$ cat src/rtl/duty_ramp_limiter.sv
// Slew-rate limiter for a PWM duty code: moves duty toward an accepted target by at most STEP per tick.
// Optional macro DUTY_RAMP_FAST_DOWN_EN: RAMP_DOWN jumps straight to the target on its first tick.
module duty_ramp_limiter #(
  parameter int unsigned WIDTH  = 8,
  parameter int unsigned STEP   = 1,
  parameter int unsigned PERIOD = 256
) (
  input  logic             clk,
  input  logic             reset,
  input  logic             enable,
  input  logic [WIDTH-1:0] target,
  input  logic             target_valid,
  output logic             target_ready,
  output logic [WIDTH-1:0] duty,
  output logic             ramping,
  output logic             at_target
);

  localparam int unsigned CW = $clog2(PERIOD);
  localparam int unsigned DW = WIDTH + 1;
  localparam logic [DW-1:0] STEP_W   = DW'(STEP);
  localparam logic [CW-1:0] CNT_LAST = CW'(PERIOD - 1);

  typedef enum logic [1:0] {IDLE, HOLD, RAMP_UP, RAMP_DOWN} state_e;

  state_e           state_q, state_d;
  logic [CW-1:0]    cnt_q, cnt_d;
  logic [WIDTH-1:0] duty_q, duty_d;
  logic [WIDTH-1:0] target_q, target_d;
  logic             ramping_q, at_target_q;
  logic             tick;
  logic             accept;
  logic [DW-1:0]    up_sum;
`ifndef DUTY_RAMP_FAST_DOWN_EN
  logic [DW-1:0]    down_gap;
`endif

  assign tick         = (cnt_q == CNT_LAST);
  assign target_ready = enable && (state_q == HOLD);
  assign accept       = target_valid && target_ready;
  assign up_sum       = {1'b0, duty_q} + STEP_W;
`ifndef DUTY_RAMP_FAST_DOWN_EN
  assign down_gap     = {1'b0, duty_q} - {1'b0, target_q};
`endif

  // Tick counter: parked at zero while disabled
  always_comb begin
    cnt_d = '0;
    if (enable) begin
      cnt_d = tick ? '0 : cnt_q + CW'(1);
    end
  end

  // Next-state and duty update; disable overrides ticks and accepts
  always_comb begin
    state_d  = state_q;
    duty_d   = duty_q;
    target_d = target_q;
    unique case (state_q)
      IDLE: begin
        state_d = HOLD;
        duty_d  = '0;
      end
      HOLD: begin
        if (accept) begin
          target_d = target;
          if (target > duty_q) begin
            state_d = RAMP_UP;
          end else if (target < duty_q) begin
            state_d = RAMP_DOWN;
          end
        end
      end
      RAMP_UP: begin
        if (tick) begin
          // Sum carries an extra bit so a large STEP cannot wrap past the target
          if (up_sum >= {1'b0, target_q}) begin
            duty_d  = target_q;
            state_d = HOLD;
          end else begin
            duty_d = up_sum[WIDTH-1:0];
          end
        end
      end
      RAMP_DOWN: begin
        if (tick) begin
`ifdef DUTY_RAMP_FAST_DOWN_EN
          duty_d  = target_q;
          state_d = HOLD;
`else
          if (down_gap <= STEP_W) begin
            duty_d  = target_q;
            state_d = HOLD;
          end else begin
            duty_d = duty_q - STEP_W[WIDTH-1:0];
          end
`endif
        end
      end
      default: state_d = IDLE;
    endcase
    if (!enable) begin
      state_d  = IDLE;
      duty_d   = '0;
      target_d = '0;
    end
  end

  // State and datapath registers; status flags track the next state
  always_ff @(posedge clk) begin
    if (reset) begin
      state_q     <= IDLE;
      cnt_q       <= '0;
      duty_q      <= '0;
      target_q    <= '0;
      ramping_q   <= 1'b0;
      at_target_q <= 1'b0;
    end else begin
      state_q     <= state_d;
      cnt_q       <= cnt_d;
      duty_q      <= duty_d;
      target_q    <= target_d;
      ramping_q   <= (state_d == RAMP_UP) || (state_d == RAMP_DOWN);
      at_target_q <= (state_d == HOLD);
    end
  end

  assign duty      = duty_q;
  assign ramping   = ramping_q;
  assign at_target = at_target_q;

endmodule
$ cat config.mk
export PLATFORM = sky130hd
export DESIGN_NAME = duty_ramp_limiter
export DESIGN_NICKNAME = d
export VERILOG_FILES = /design/src/rtl/duty_ramp_limiter.sv
export SDC_FILE = /design/constraint.sdc
export NUM_CORES = 1
export LEC_CHECK = 0
export BUFFER_PORTS_ARGS = -buffer_cell sky130_fd_sc_hd__buf_2
export CORE_MARGIN = 2
export CORE_UTILIZATION = 35
export DETAILED_ROUTE_END_ITERATION = 8
export SETUP_SLACK_MARGIN = 0.1
export SYNTH_ARGS = -nofsm -noshare
export SYNTH_HDL_FRONTEND = slang
export SYNTH_SLANG_ARGS = --single-unit
$ cat constraint.sdc
create_clock -name clk -period 7.1 [get_ports clk]
set_input_delay 1.42 -clock clk [delete_from_list [all_inputs] [get_ports clk]]
set_output_delay 1.42 -clock clk [all_outputs]
set_load 0.005 [all_outputs]
==> results.ini, run 1 <==
[outcome]
status=finished clean

[place]
place_ws_ns=3.638
hpwl_mm=4.197
gp_congestion=0.8373
port_buffers=22

[global_route]
grt_usage=0.1494
grt_max_degree=19
grt_pass1_wl_mm=9.108
grt_pass1_vias=1981
antenna_found_initial=0
grt_remaining_overflow=0

[synth]
synth_xor_area_frac=0.07963
synth_nets=341
ys_seq_area_frac=0.2427
synth_cell_types=43
muxShareOfSynthArea=0.03034
synthArstFlopShare=0
synthAdderAreaFrac=0.1603
synth.avg_cell_area_sq_um=7.699
synthSimpleGateAreaFrac=0.2210
syn_inst=300
synth_edf_count=0
synth_flop_cell=dfxtp_1
synth_top_family_by_area=simple AND/OR/NAND/NOR gates
ys_warn_count=0
yosysTopAreaCellShare=0.2427
syn_area_sq_um=2310
synth-compound-area-share=0.2118
yosys-top-cells-area=dfxtp_1, ha_1, a21oi_1, o21ai_0, nand2_1
yosysTopAreaCell=dfxtp_1
ys_seq_elements=28

[worst_setup_path]
path_class=register to register
cp_max_fo=18
required_ns=7.31
critPathArrivalTime_ns=3.76
slowest_stage=a2111oi_4
cp-end-kind=register
cp-start-kind=register
cpMostUsedCell=nand3_1
slowest_delay_ns=0.72
path_cells=inv_1, ha_1, fa_1, xor2_1, nand3_1, a311o_1, or4_4, a2111oi_4, nand3_1, a31oi_1

[power]
p_switching_mw=0.1076
switching_share=0.2837
p_leak_nw=1.009
power.density_nw_per_um2=149.5
internal_power_mw=0.2717
combPwrFrac=0.223
power_frac_seq=0.437
clockPowerShare=0.340
p_total_mw=0.3793
vdd_drop_max_uv=98.06

[final_layout]
layout.nets=357
most-common-layout-cells=nand2_1, ha_1, dfxtp_1
fillers=650
seq_area_sq_um=560.5
drive_above_1_share=0.1143
diodes=0
area_growth_syn_to_layout_pct=9.859
multi_input_area_sq_um=1624
mostFrequentLayoutCell=nand2_1

[clocking]
clk_pin_slew_ns=0.10
numCtsBuffers=3
cts_setup_buffers=0
cts_sinks=28
clk_latency_ns=0.28
ctsRootBufferMaster=clkbuf_8
clk_path_buf_depth=2
post_cts_resized=0
postCtsHoldBufs=0
cts_tree=done
h-tree-depth=1

[sta]
fmax_mhz=282.1
fin_setup_tns_ns=0
setup_violations=0
fin_hold_ws_ns=0.4709
worst_slack_ns=3.555
period_share=0.4993
rsz0062_at_grt=false
tightest_slew_ns=1.086
slew_violations=0
fin_crit_ns=3.545
hold_violations=0
clock_skew_ns=0.004444
slew_headroom=0.2762

[floorplanning]
die_area_sq_um=7265
io_pins=23
chipHeight_um=85.24
coreArea_sq_um=6350
initial_utilization=0.3637
chipWidth_um=85.24
rows=29

[drt]
dr.pass1.iters=4
drt_iter0_drc=88
wire_per_inst_um=13.69
ant_nets=0
wirelength_mm=5.365
viasPerCell=5.395
num_vias=2115
drcViolationCount=0

[flow_run]
maxCapViolations=0

[min_path]
min_path_type=register to register

routing by layer:
layer	GRT usage	up-vias	part of all wire
met5	0	-	0
met4	0.05483	0	0.017
met3	0.01362	9	0.027
met2	0.2372	36	0.44
met1	0.2106	969	0.51
li1	-	1101	-
flip-flops by register name (all words and copies together) (netlist names):
name / flops
ramping: 1
at_target: 1
target_q: 8
duty: 8
cnt_q: 8
state_q: 2
cell families (layout without fill, tap and decap cells):
group / Yosys count / in the layout
AOI/OAI and AO/OA: 81 / 81
and+or+nand+nor: 103 / 103
buffers and inverters: 31 / 46
muxes: 7 / 7
xor gates and xnor gates: 21 / 21
DFF: 28 / 28
adders and majority gates: 29 / 29
layout make-up:
cell class                 instances  share of cell area
multi-input combinational        241              0.6400
inverter                          20             0.02959
clock buffer                       3             0.01627
clock inverter                     1             0.01183
tap                               77             0.03797
sequential                        28              0.2209
timing repair buffer              22             0.04339
worst paths after layout:
check	slack [ns]	endpoint	start	cells past startpoint
worst min-delay path	0.47	cnt_q[0]$_SDFF_PP0_	cnt_q[0]$_SDFF_PP0_	1
worst min register to register	0.47	cnt_q[0]$_SDFF_PP0_	cnt_q[0]$_SDFF_PP0_	1
worst max-delay path	3.55	duty[0]$_SDFFE_PP0P_	duty[0]$_SDFFE_PP0P_	10
worst max register to register	3.55	duty[0]$_SDFFE_PP0P_	duty[0]$_SDFFE_PP0P_	10
power groups by stage:
stage | clock network [mW] | registers, mW | logic [mW]
6_report | 0.129 | 0.166 | 0.0846
5_1_grt | 0.136 | 0.166 | 0.0962
4_1_cts | 0.132 | 0.165 | 0.0848
3_5_place_dp | 0 | 0.169 | 0.0843
3_3_place_gp | 0 | 0.169 | 0.0839
2_1_floorplan | 0 | 0.167 | 0.0692
metrics by stage:
stage | instances | area [sq um] | util
final | 392 | 2537 | 0.3996
after global routing | 392 | 2537 | 0.3996
after CTS | 392 | 2537 | 0.3996
after detailed placement | 388 | 2466 | 0.3884
after global placement | 388 | 2466 | 0.3884
after floorplan | 300 | 2310 | -
critical path: cells and delay by family, from the launching register on:
kind / cells / cell delay [ns]
flip-flops: 1 / 0.57
XOR/XNOR: 1 / 0.14
AO/OA/AOI/OAI: 3 / 1.20
buffers and inverters: 1 / 0.15
AND/OR/NAND/NOR: 3 / 0.79
adder cells (fa/ha/maj): 2 / 0.63
cell usage after synthesis (all sizes together), types with 7 or more instances:
master,instances
inv,20
xnor2,13
clkbuf,9
nand2,32
o21ai,27
a31oi,11
xor2,8
or3,7
ha,28
a21oi,26
nor2,21
mux2i,7
nand3,14
dfxtp,28
nand4,7
No activity file was read; power rests on OpenSTA's default activity.
==> run 2, diff against run 1 <==
Clock period 7.1 ns to 2.9 ns, I/O delays scaled along.
==> run 2 against run 1 <==
  * Fmax rose by 28%
  * Sequential power up 140%
  * First-iteration DRC count up 40%
  * Hold slack better by 0.0015 ns
  * Flip-flop and latch count is the same
  * Sequential share of layout area down 2.1 points
  * Critical path type unchanged
  * Largest power group unchanged
  * Highest routed layer unchanged
==> results.ini, run 2 (synthesis gave the netlist of run 1 again) <==
[floorplanning]
coreArea_sq_um=6350  ; unchanged
die_area_sq_um=7265  ; unchanged
initial_utilization=0.3637  ; unchanged
io_pins=23  ; unchanged
rows=29  ; unchanged
chipHeight_um=85.24  ; unchanged
chipWidth_um=85.24  ; unchanged

[worst_setup_path]
path_class=register to register
path_cells=inv_2, ha_2, fa_2, nand2b_4, a21oi_4, nor4_1, a311oi_2, a2111oi_4, buf_12, or4_2, o21ai_1
slowest_delay_ns=0.66  ; -0.06 ns
cp-end-kind=register
cp-start-kind=register
cp_max_fo=18  ; unchanged
slowest_stage=or4_2
r2r_slack_ns=0.12  ; -3.43 ns
required_ns=3.11  ; -4.20 ns
critPathArrivalTime_ns=2.99  ; -0.77 ns

[final_layout]
area_growth_syn_to_layout_pct=24.16
post-route-util=0.4516  ; +0.05202
multi_input_area_sq_um=1754  ; +8.0%
drive_above_1_share=0.2478  ; +0.1335
diodes=0  ; unchanged
fillers=638  ; -1.8%
seq_area_sq_um=573.1  ; +2.2%
layout.nets=381  ; +6.7%
mostFrequentLayoutCell=nand2_1
most-common-layout-cells=nand2_1, ha_1, a21oi_1

[clocking]
ctsRootBufferMaster=clkbuf_8
clk_path_buf_depth=2  ; unchanged
numCtsBuffers=3  ; unchanged
cts_tree=done
postCtsHoldBufs=0  ; unchanged
clk_pin_slew_ns=0.11  ; about the same
cts_sinks=28  ; unchanged
clk_latency_ns=0.29  ; about the same
h-tree-depth=1  ; unchanged

[power]
switching_share=0.3062  ; +0.02241
p_switching_mw=0.2950  ; +170%
internal_power_mw=0.6686  ; +150%
p_leak_nw=1.189  ; +18%
combPwrFrac=0.282  ; +0.059
power_frac_seq=0.417  ; -0.020
power.density_nw_per_um2=336.0  ; +120%
vdd_drop_max_uv=336.3  ; +240%
p_total_mw=0.9636  ; +150%
clockPowerShare=0.300  ; -0.040

[outcome]
status=finished clean

[drt]
wirelength_mm=6.423  ; +20%
drt_iter0_drc=123  ; +40%
ant_nets=0  ; unchanged
drcViolationCount=0  ; unchanged
viasPerCell=5.534  ; +2.6%
dr.pass1.iters=4  ; unchanged
wire_per_inst_um=15.44  ; +13%
num_vias=2302  ; +8.8%

[global_route]
grt_pass1_wl_mm=10.62  ; +17%
grt_max_degree=19  ; unchanged
grt_pass1_vias=2206  ; +11%
antenna_found_initial=0  ; unchanged
grt_usage=0.1775  ; +0.02808
grt_remaining_overflow=0  ; unchanged

[place]
port_buffers=22  ; unchanged
hpwl_mm=4.703  ; +12%
gp_congestion=0.8494  ; +1.4%

[sta]
setup_violations=0  ; unchanged
hold_violations=0  ; unchanged
rsz0062_at_grt=true
slew_violations=0  ; unchanged
clock_skew_ns=0.005332  ; +0.0008883 ns
fin_crit_ns=2.777  ; -0.7679 ns
fin_setup_tns_ns=0  ; unchanged
fin_hold_ws_ns=0.4725  ; +0.001550 ns
fmax_mhz=360.1  ; +28%
slew_headroom=0.6784  ; +0.4021
tightest_slew_ns=0.4784  ; -0.6073 ns
period_share=0.9577  ; +0.4583

[min_path]
min_path_type=register to register

[flow_run]
maxCapViolations=0  ; unchanged

-- run 2: critical path: cells and delay by family (launching register included) --
kind            cells  cell delay [ns]
fa+ha+maj           2             0.53
compound gates      4             0.68
buf+inv             2             0.21
simple gates        3             0.90
flops               1             0.37
-- run 2: routing by layer --
layer | routed length [um] | vias to the layer above | GRT usage | part of all wire
met1 | 3058 | 1070 | 0.2579 | 0.48
li1 | - | 1156 | - | -
met3 | 373 | 9 | 0.01946 | 0.058
met4 | 80 | 0 | 0.05916 | 0.012
met5 | 0 | - | 0 | 0
met2 | 2911 | 67 | 0.2734 | 0.45
-- run 2: path summary, 6_finish.rpt --
check | start | end | cells past startpoint
setup / recovery | duty[0]$_SDFFE_PP0P_ | duty[5]$_SDFFE_PP0P_ | 11
hold / removal | cnt_q[0]$_SDFF_PP0_ | cnt_q[0]$_SDFF_PP0_ | 1
setup reg to reg | duty[0]$_SDFFE_PP0P_ | duty[5]$_SDFFE_PP0P_ | 11
hold reg to reg | cnt_q[0]$_SDFF_PP0_ | cnt_q[0]$_SDFF_PP0_ | 1
-- run 2: stage by stage --
stage	worst slack (ns)	area (sq um)	cells
2_1_floorplan	0.1003	2328	300
3_3_place_gp	-0.1057	2639	407
3_5_place_dp	-0.1406	2639	407
4_1_cts	0.1072	2730	411
5_1_grt	0.01030	2868	416
6_report	0.1228	2868	416
-- run 2: cell type report --
type,count,share of cell area
multi-input combinational,242,0.6117
sequential,28,0.1998
timing repair buffer,45,0.1056
tap,77,0.03360
inverter,20,0.02618
clock buffer,4,0.02312
-- run 2: power groups by stage --
stage / combinational [mW] / sequential, mW / clock (mW)
after global placement: 0.242 / 0.410 / 0
final: 0.272 / 0.402 / 0.289
after floorplan: 0.175 / 0.409 / 0
after global routing: 0.299 / 0.403 / 0.305
after CTS: 0.251 / 0.401 / 0.286
after detailed placement: 0.244 / 0.410 / 0
-- run 2: timing repair --
action	CTS	global route
buffers inserted	0	4
gates cloned	0	1
pin swaps	1	8
gates resized for setup	6	26
endpoints found under the hold margin	0	0
endpoints found under the setup margin	11	11
==> run 3, diff against run 2 <==
Settings changed: CTS_BUF_LIST set to sky130_fd_sc_hd__clkbuf_4.
==> run 3 against run 2 <==
  * Cell area is 0.48% higher
  * Wire length down 2.2%
  * Combinational power rose by 2%
  * Fmax rose by 0.53%
  * First-iteration DRC count decreased by 0.81%
  * Core utilization rose by 0.22 points
  * Clock power decreased by 7.3%
  * Via count shrank 1.6%
  * Global-route usage decreased by 0.081 points
  * Cell count grew 0.24%
  * Largest power group unchanged
==> results.ini, run 3 (synthesis gave the netlist of run 1 again) <==
[global_route]
grt_usage=0.1767  ; -0.0008086
grt_pass1_wl_mm=10.57  ; -0.46%
grt_remaining_overflow=0  ; unchanged
grt_max_degree=19  ; unchanged
antenna_found_initial=0  ; unchanged
grt_pass1_vias=2211  ; +0.23%

[final_layout]
diodes=0  ; unchanged
drive_above_1_share=0.2559  ; +0.008095
most-common-layout-cells=nand2_1, ha_1, a21oi_1
layout.nets=382  ; +0.26%
mostFrequentLayoutCell=nand2_1
final_cells=417  ; +0.24%
fillers=630  ; -1.3%
seq_area_sq_um=571.8  ; -0.22%
multi_input_area_sq_um=1775  ; +1.2%
area_growth_syn_to_layout_pct=24.76
post-route-util=0.4538  ; +0.002167

[place]
gp_congestion=0.8494  ; unchanged
dp.cells=407  ; unchanged
port_buffers=22  ; unchanged
hpwl_mm=4.703  ; unchanged

[drt]
wirelength_mm=6.284  ; -2.2%
dr.pass1.iters=5  ; +1
drcViolationCount=0  ; unchanged
dr_wl_met3_um=358  ; -4.0%
num_vias=2266  ; -1.6%
drt_iter0_drc=122  ; -0.81%
wire_per_inst_um=15.07  ; -2.4%
top_layer_used=met4
viasPerCell=5.434  ; -1.8%
routed-wl-met2_mm=2.805  ; -3.6%
ant_nets=0  ; unchanged
wl_met1_mm=3.014  ; -1.4%

[clocking]
postCtsHoldBufs=0  ; unchanged
clk_latency_ns=0.35  ; +0.06 ns
h-tree-depth=1  ; unchanged
cts_sinks=28  ; unchanged
clk_pin_slew_ns=0.16  ; +0.05 ns
clk_path_buf_depth=2  ; unchanged
ctsRootBufferMaster=clkbuf_4
cts_tree=done
numCtsBuffers=3  ; unchanged

[sta]
hold_violations=0  ; unchanged
slew_violations=0  ; unchanged
period_share=0.9526  ; -0.005021
fmax_mhz=362.0  ; +0.53%
fin_setup_tns_ns=0  ; unchanged
fin_hold_ws_ns=0.4552  ; -0.01731 ns
rsz0062_at_grt=true
fin_crit_ns=2.763  ; -0.01456 ns
slew_headroom=0.6472  ; -0.03119
clock_skew_ns=0.008018  ; +0.002686 ns
setup_violations=0  ; unchanged
tightest_slew_ns=0.5237  ; +0.04535 ns

[floorplanning]
chipHeight_um=85.24  ; unchanged
chipWidth_um=85.24  ; unchanged
die_area_sq_um=7265  ; unchanged
coreArea_sq_um=6350  ; unchanged
rows=29  ; unchanged
io_pins=23  ; unchanged
initial_utilization=0.3637  ; unchanged

[flow_run]
maxCapViolations=0  ; unchanged

[min_path]
min_path_type=primary input to register

[power]
vdd_drop_max_uv=281.0  ; -16%
combPwrFrac=0.293  ; +0.011
p_total_mw=0.9485  ; -1.6%
internal_power_mw=0.6628  ; -0.86%
switching_share=0.3012  ; -0.004939
power.density_nw_per_um2=329.2  ; -2.0%
p_leak_nw=1.195  ; +0.52%
p_switching_mw=0.2857  ; -3.1%
power_frac_seq=0.424  ; +0.007
clockPowerShare=0.283  ; -0.017

[worst_setup_path]
cp-start-kind=register
required_ns=3.19  ; +0.08 ns
critPathArrivalTime_ns=3.05  ; +0.06 ns
cp-end-kind=register
cp_max_fo=18  ; unchanged
path_class=register to register

[outcome]
status=finished clean

## run 3: cell count changes in the layout (fill, tap and decap cells not counted), sizes merged
cell | previous run | this run
clkbuf | 4 | 3
buf | 45 | 46
bufinv | 0 | 1
## run 3: layout make-up
cell class | count | area share
clock buffers | 3 | 0.007816
clock inverters | 1 | 0.01042
inverters | 20 | 0.02605
multi-input cells | 242 | 0.6162
flip-flops and latches | 28 | 0.1984
well taps | 77 | 0.03343
repair buffers | 46 | 0.1077
## run 3: metrics by stage
step	cell area (sq um)	worst slack (ns)
final	2882	0.1374
after global routing	2882	0.02111
after CTS	2716	0.1025
after detailed placement	2639	-0.1406
after global placement	2639	-0.1057
after floorplan	2328	0.1003
## run 3: power groups by stage
stage / clock (mW) / combinational, mW / sequential [mW]
6_report: 0.268 / 0.278 / 0.402
3_3_place_gp: 0 / 0.242 / 0.410
2_1_floorplan: 0 / 0.175 / 0.409
3_5_place_dp: 0 / 0.244 / 0.410
4_1_cts: 0.273 / 0.251 / 0.401
5_1_grt: 0.286 / 0.306 / 0.404
## run 3: worst paths after layout
kind,to,slack [ns],depth (start not counted),from
max,duty[5]$_SDFFE_PP0P_,0.14,11,duty[0]$_SDFFE_PP0P_
max reg2reg,duty[5]$_SDFFE_PP0P_,0.14,11,duty[0]$_SDFFE_PP0P_
min,target_q[6]$_SDFFE_PP0P_,0.46,3,target[6]
min reg2reg,cnt_q[0]$_SDFF_PP0_,0.48,1,cnt_q[0]$_SDFF_PP0_
## run 3: layer usage
layer / up-vias / track usage
met3: 9 / 0.01654
met4: 0 / 0.06349
met1: 1046 / 0.2561
met5: - / 0
met2: 56 / 0.2727
li1: 1155 / -
## run 3: timing repair
item                                    4_1_cts  5_1_grt
endpoints found under the setup margin       11       11
buffers inserted                              0        5
resized for setup                             6       25
pin swaps                                     1        9
hold endpoints to repair                      0        0
cloned                                        0        1
## run 3: critical path, stage by stage (launching register included)
cell       delay (ns)
dfxtp_4          0.39
inv_2            0.05
ha_2             0.18
fa_2             0.35
nand2b_4         0.17
a21oi_4          0.15
nor4_1           0.07
a311oi_2         0.32
a2111oi_4        0.09
buf_12           0.16
or4_2            0.68
o21ai_2          0.08
